## config.mk

```make
export PLATFORM = sky130hd
export DESIGN_NAME = ring_pe_port_flat
export DESIGN_NICKNAME = d
export VERILOG_FILES = /design/src/rtl/ring_pe_port_if.sv /design/src/rtl/ring_pe_port.sv /design/src/flat_wrapper.sv
export SDC_FILE = /design/constraint.sdc
export NUM_CORES = 1
export LEC_CHECK = 0
export CORE_ASPECT_RATIO = 1.4
export CORE_MARGIN = 1.5
export CORE_UTILIZATION = 40
export DETAILED_ROUTE_END_ITERATION = 12
export PLACE_DENSITY = 0.66
export SYNTH_ARGS = -nofsm -noshare
export SYNTH_HDL_FRONTEND = slang
export SYNTH_SLANG_ARGS = --single-unit
```

## constraint.sdc

```tcl
create_clock -name clk -period 2.9 [get_ports clk]
set_clock_uncertainty 0.15 [all_clocks]
set_input_delay 0.58 -clock clk [delete_from_list [all_inputs] [get_ports clk]]
set_output_delay 0.58 -clock clk [all_outputs]
set_load 0.02 [all_outputs]
```

## src/rtl/ring_pe_port_if.sv

```systemverilog
// Link and core-side handshake bundle for ring_pe_port.
// master = the port itself, slave = the NIC/router-core side driving it.
interface ring_pe_port_if #(
  parameter int WIDTH = 64
);
  logic             polarity;
  logic             pe_si;
  logic             pe_ri;
  logic [WIDTH-1:0] pe_di;
  logic             pe_so;
  logic             pe_ro;
  logic [WIDTH-1:0] pe_do;
  logic             inj_valid;
  logic             inj_ready;
  logic [WIDTH-1:0] inj_data;
  logic             ej_valid;
  logic             ej_ready;
  logic [WIDTH-1:0] ej_data;
  logic             vc_err;

  modport master (
    output polarity, pe_ri, pe_so, pe_do, inj_valid, inj_data, ej_ready, vc_err,
    input  pe_si, pe_di, pe_ro, inj_ready, ej_valid, ej_data
  );

  modport slave (
    input  polarity, pe_ri, pe_so, pe_do, inj_valid, inj_data, ej_ready, vc_err,
    output pe_si, pe_di, pe_ro, inj_ready, ej_valid, ej_data
  );
endinterface

```

## src/rtl/ring_pe_port.sv

```systemverilog
// Router-side NIC endpoint: per-VC injection/ejection buffers, each touched by the
// NIC only in its external phase and by the router core only in its internal phase.
module ring_pe_port #(
  parameter int WIDTH  = 64,
  parameter int VC_BIT = 0
) (
  input  logic           clk,
  input  logic           reset,
  ring_pe_port_if.master bus
);

  logic             polarity_reg;
  logic             vc_err_reg;
  logic             int_vc;
  logic             ext_vc;

  logic [1:0]       in_full;
  logic [1:0]       out_full;
  logic [WIDTH-1:0] in_buf  [2];
  logic [WIDTH-1:0] out_buf [2];

  logic             pe_ri_c;
  logic             inj_hit;
  logic             inj_take;
  logic             inj_bad;
  logic             inj_valid_c;
  logic             inj_pop;
  logic             ej_ready_c;
  logic             ej_hit;
  logic             ej_take;
  logic             ej_bad;
  logic             pe_so_c;

  assign int_vc = polarity_reg;
  assign ext_vc = ~polarity_reg;

  // Handshake outputs are gated by reset so they read 0 while reset is held low.
  always_comb begin
    pe_ri_c     = reset & ~in_full[ext_vc];
    inj_hit     = bus.pe_si & pe_ri_c;
    inj_take    = inj_hit & (bus.pe_di[VC_BIT] == ext_vc);
    inj_bad     = inj_hit & (bus.pe_di[VC_BIT] != ext_vc);
    inj_valid_c = reset & in_full[int_vc];
    inj_pop     = inj_valid_c & bus.inj_ready;
    ej_ready_c  = reset & ~out_full[int_vc];
    ej_hit      = bus.ej_valid & ej_ready_c;
    ej_take     = ej_hit & (bus.ej_data[VC_BIT] == int_vc);
    ej_bad      = ej_hit & (bus.ej_data[VC_BIT] != int_vc);
    pe_so_c     = reset & out_full[ext_vc] & bus.pe_ro;
  end

  assign bus.polarity  = polarity_reg;
  assign bus.vc_err    = vc_err_reg;
  assign bus.pe_ri     = pe_ri_c;
  assign bus.inj_valid = inj_valid_c;
  assign bus.inj_data  = inj_valid_c ? in_buf[int_vc] : '0;
  assign bus.ej_ready  = ej_ready_c;
  assign bus.pe_so     = pe_so_c;
  assign bus.pe_do     = out_full[ext_vc] ? out_buf[ext_vc] : '0;

  always_ff @(posedge clk or negedge reset) begin
    if (!reset) begin
      polarity_reg <= 1'b0;
      vc_err_reg   <= 1'b0;
    end else begin
      polarity_reg <= ~polarity_reg;
      if (inj_bad || ej_bad)
        vc_err_reg <= 1'b1;
    end
  end

  genvar gi;
  generate
    for (gi = 0; gi < 2; gi++) begin : g_vc
      localparam logic VC = 1'(gi);

      logic [WIDTH-1:0] in_buf_reg;
      logic             in_full_reg;
      logic [WIDTH-1:0] out_buf_reg;
      logic             out_full_reg;

      // Fill happens only when this VC is external, drain only when internal
      // (or the reverse for ejection), so set and clear never collide.
      always_ff @(posedge clk or negedge reset) begin
        if (!reset) begin
          in_buf_reg   <= '0;
          in_full_reg  <= 1'b0;
          out_buf_reg  <= '0;
          out_full_reg <= 1'b0;
        end else begin
          if (inj_take && (ext_vc == VC)) begin
            in_buf_reg  <= bus.pe_di;
            in_full_reg <= 1'b1;
          end else if (inj_pop && (int_vc == VC)) begin
            in_full_reg <= 1'b0;
          end

          if (ej_take && (int_vc == VC)) begin
            out_buf_reg  <= bus.ej_data;
            out_full_reg <= 1'b1;
          end else if (pe_so_c && (ext_vc == VC)) begin
            out_full_reg <= 1'b0;
          end
        end
      end

      assign in_buf[gi]   = in_buf_reg;
      assign in_full[gi]  = in_full_reg;
      assign out_buf[gi]  = out_buf_reg;
      assign out_full[gi] = out_full_reg;
    end
  endgenerate

endmodule

```

## src/flat_wrapper.sv

```systemverilog
// flat-port wrapper written by rule: the top's interface ports become plain ports
module ring_pe_port_flat 
#(
  parameter int WIDTH  = 64,
  parameter int VC_BIT = 0
)
  (clk, reset, bus_polarity, bus_pe_ri, bus_pe_so, bus_pe_do, bus_inj_valid, bus_inj_data, bus_ej_ready, bus_vc_err, bus_pe_si, bus_pe_di, bus_pe_ro, bus_inj_ready, bus_ej_valid, bus_ej_data);
  ring_pe_port_if #(.WIDTH(WIDTH)) bus_i ();
  input  logic clk;
  input  logic reset;
  output wire logic [$bits(bus_i.polarity)-1:0] bus_polarity;
  output wire logic [$bits(bus_i.pe_ri)-1:0] bus_pe_ri;
  output wire logic [$bits(bus_i.pe_so)-1:0] bus_pe_so;
  output wire logic [$bits(bus_i.pe_do)-1:0] bus_pe_do;
  output wire logic [$bits(bus_i.inj_valid)-1:0] bus_inj_valid;
  output wire logic [$bits(bus_i.inj_data)-1:0] bus_inj_data;
  output wire logic [$bits(bus_i.ej_ready)-1:0] bus_ej_ready;
  output wire logic [$bits(bus_i.vc_err)-1:0] bus_vc_err;
  input wire logic [$bits(bus_i.pe_si)-1:0] bus_pe_si;
  input wire logic [$bits(bus_i.pe_di)-1:0] bus_pe_di;
  input wire logic [$bits(bus_i.pe_ro)-1:0] bus_pe_ro;
  input wire logic [$bits(bus_i.inj_ready)-1:0] bus_inj_ready;
  input wire logic [$bits(bus_i.ej_valid)-1:0] bus_ej_valid;
  input wire logic [$bits(bus_i.ej_data)-1:0] bus_ej_data;
  assign bus_polarity = bus_i.polarity;
  assign bus_pe_ri = bus_i.pe_ri;
  assign bus_pe_so = bus_i.pe_so;
  assign bus_pe_do = bus_i.pe_do;
  assign bus_inj_valid = bus_i.inj_valid;
  assign bus_inj_data = bus_i.inj_data;
  assign bus_ej_ready = bus_i.ej_ready;
  assign bus_vc_err = bus_i.vc_err;
  assign bus_i.pe_si = bus_pe_si;
  assign bus_i.pe_di = bus_pe_di;
  assign bus_i.pe_ro = bus_pe_ro;
  assign bus_i.inj_ready = bus_inj_ready;
  assign bus_i.ej_valid = bus_ej_valid;
  assign bus_i.ej_data = bus_ej_data;
  ring_pe_port #(.WIDTH(WIDTH), .VC_BIT(VC_BIT)) u_core (.clk(clk), .reset(reset), .bus(bus_i));
endmodule
```

==> metrics.txt <==
Core Util, Final between 50% and 60%; global route overflow 0; register area share after synthesis a little over half; clock share of power around 34%; Final #Nets approximately 1.3k; DR pass1 iterations 4; peak supply drop 0.0004223 V; Area contributors post-synth dfrtp_1, mux2_2, mux2i_1; gp weighted congestion approximately 0.73; RSZ-0062 raised after global routing true; yosys warns 0; Hold Fails Final Rpt 0; Slew @ Worst Pin 0.7863 ns; Final setup viols 0; synth cell count leaders dfrtp_1, mux2_2, nor2_1; Slew headroom 47.58%; Comb pwr share 21.6%; Core Region a little under 30000 um2; Synth Instances about 870; Antenna Nets Post-Route 0; final setup margin about 0.05 ns; first-pass GRT wire length approximately 45 mm; most used cell, CP buf_4; P&R area growth vs syn 32.85%; TritonCTS Buffers 28; P_int roughly 8400 uW; input/output buffers around 270; Post-Syn Area between 10000 and 15000 um2; P_sw just under 3000 uW; critical path fanouts, max 27; largest net degree at the start of global routing ~140; worst endpoint required time 2.17 ns; dominant synthesized flop cell dfrtp_1; vias in the first global route between 8k and 9k; FF-to-FF setup slack 0.30 ns; initial antenna violation count 1; synthesized net count 1001; Critical Path Source Type flop; Cell Pwr Density 711.3 nW/um2; count leader, synth dfrtp_1; syn avg cell area about 14 um2; Seq pwr share roughly 45%; Sink Count 262; critical path launch point u_core.bus.polarity$_DFF_PN0_; fraction of layout cells with a size suffix above 1 36.77%; CP Class flop to output port; insertion delay to the later sink of the worst-skew pair approximately 0.54 ns; H-tree levels 1; end of the worst register-to-register path u_core.g_vc[1].in_buf_reg[2]$_DFFE_PN0P_; max incr delay on CP 0.53 ns; outcome complete, no violations; critical path capture point type output port; drt wl/cell about 19 um; Initial Util 40.35%; DR vias/cell ~5.0; reg-to-reg startpoint u_core.bus.polarity$_DFF_PN0_; LEAKAGE 0.008084 uW; Seq cells post-synth roughly 260; initial DRC count 211; Top Ports between 200 and 300; Max-cap violations 0; Sw Ratio between 20% and 30%; Die W ~150 um; gr usage total between 10% and 20%; clk root buf clkbuf_16; final worst path period share around 100%; total wire length between 20 and 30 mm; drt drc 0; Fill cells between 2k and 3k; Reg2Reg Depth 7; Max Clk Rate ~0.35 GHz; Cell Chain, Critical Path buf_4, mux2_2, nand2_8, buf_12, nor2_1, buf_4; area leader, netlist dfrtp_1; Tmin final 2.850 ns; Synth top area share between 50 and 60%; Post-synth EDFFs 0; vias about 7.7k; die area between 30000 and 40000 um2; row count 75; ys async rst share 100.0%; die height 208.3 um; Yosys cell types 25; CP arrival around 2.1 ns; CTS tree built; crit path max-delay cell type dfrtp_4; DP HPWL about 19 mm; clk slew on worst S/H paths 0.06 ns; fin. max-slew vios 0; CTS max path bufs 3; pre-CTS setup slack between 0.2 and 0.3 ns; worst min path class input pin to async pin; Power, Total around 11000 uW
-- layout make-up --
cell class                 count  area, um2  area share, %
sequential                   262       6560          41.01
multi-input combinational    544       5087          31.80
timing repair buffer         307       2859          17.87
clock buffer                  39      823.3          5.147
tap                          385      481.7          3.011
clock inverter                10      175.2          1.095
inverter                       2      7.507        0.04693
antenna                        1      2.502        0.01564
-- cell usage in the layout (no fill, tap or decap), types with 7 or more instances in the layout --
master             n
buf_12            11
dfrtp_1          261
nor2_1           130
clkbuf_16         33
clkdlybuf4s50_1  133
dlymetal6s2s_1     7
mux2_2           205
mux2i_1          125
buf_4             19
dlygate4sd2_1     47
clkbuf_2          66
mux2_4            48
-- worst max-delay path by stage --
stage,cells after the start,slack [ns],end
finish,6,0.05,bus_inj_data[8]
global route,6,-0.02,bus_inj_data[8]
CTS,5,-0.26,bus_pe_do[50]
detailed placement,5,0.26,bus_ej_ready
global placement,5,0.28,bus_ej_ready
floorplan,6,0.59,bus_inj_data[0]
-- worst max-delay path: cells and delay by family, from the launching register on --
| kind | cells | cell delay [ns] |
|---|---|---|
| DFF | 1 | 0.53 |
| buffers and inverters | 3 | 0.51 |
| muxes | 1 | 0.27 |
| and+or+nand+nor | 2 | 0.27 |
-- what timing repair did --
item	in CTS	in global routing
gates resized for setup	172	143
endpoints found under the setup margin	132	112
gates cloned	1	4
hold endpoints to repair	21	0
hold buffers	1	0
setup buffers	1	5
pin swaps	0	1
-- metrics by stage --
stage | setup TNS (ns) | instance area (um2) | std cells | hold slack, ns
finish | 0 | 16000 | 1550 | 0.02887
global route | -0.1048 | 16000 | 1550 | 0.1012
CTS | -1.700 | 16110 | 1540 | 0.07668
global placement | 0 | 15140 | 1488 | 0.3030
detailed placement | 0 | 15140 | 1488 | 0.3118
floorplan | 0 | 12040 | 867 | 0.1344
-- power groups by stage --
stage          combinational (uW)  clock [uW]  sequential (uW)
2_1_floorplan                1660           0             4970
3_3_place_gp                 2560           0             5100
3_5_place_dp                 2610           0             5120
4_1_cts                      2510        3960             5060
5_1_grt                      2680        4100             5180
6_report                     2460        3850             5070
-- cell families (layout without fill, tap and decap cells) --
logic type	Yosys count	after routing	synth area share (%)
multiplexers	384	384	36.05
XOR/XNOR	1	1	0.07275
flip-flops	262	262	54.45
buffers and inverters	61	358	3.886
AO/OA/AOI/OAI	5	5	0.3324
AND/OR/NAND/NOR	154	154	5.216
other	0	1	0
-- per-layer routing --
layer / track usage [%] / wire length (um) / vias to the layer above
li1: - / - / 3555
met4: 4.541 / 476 / 0
met5: 0 / 0 / -
met1: 22.82 / 12240 / 3935
met2: 32.23 / 14910 / 186
met3: 3.421 / 1466 / 40
No activity file was read; power rests on OpenSTA's default activity.
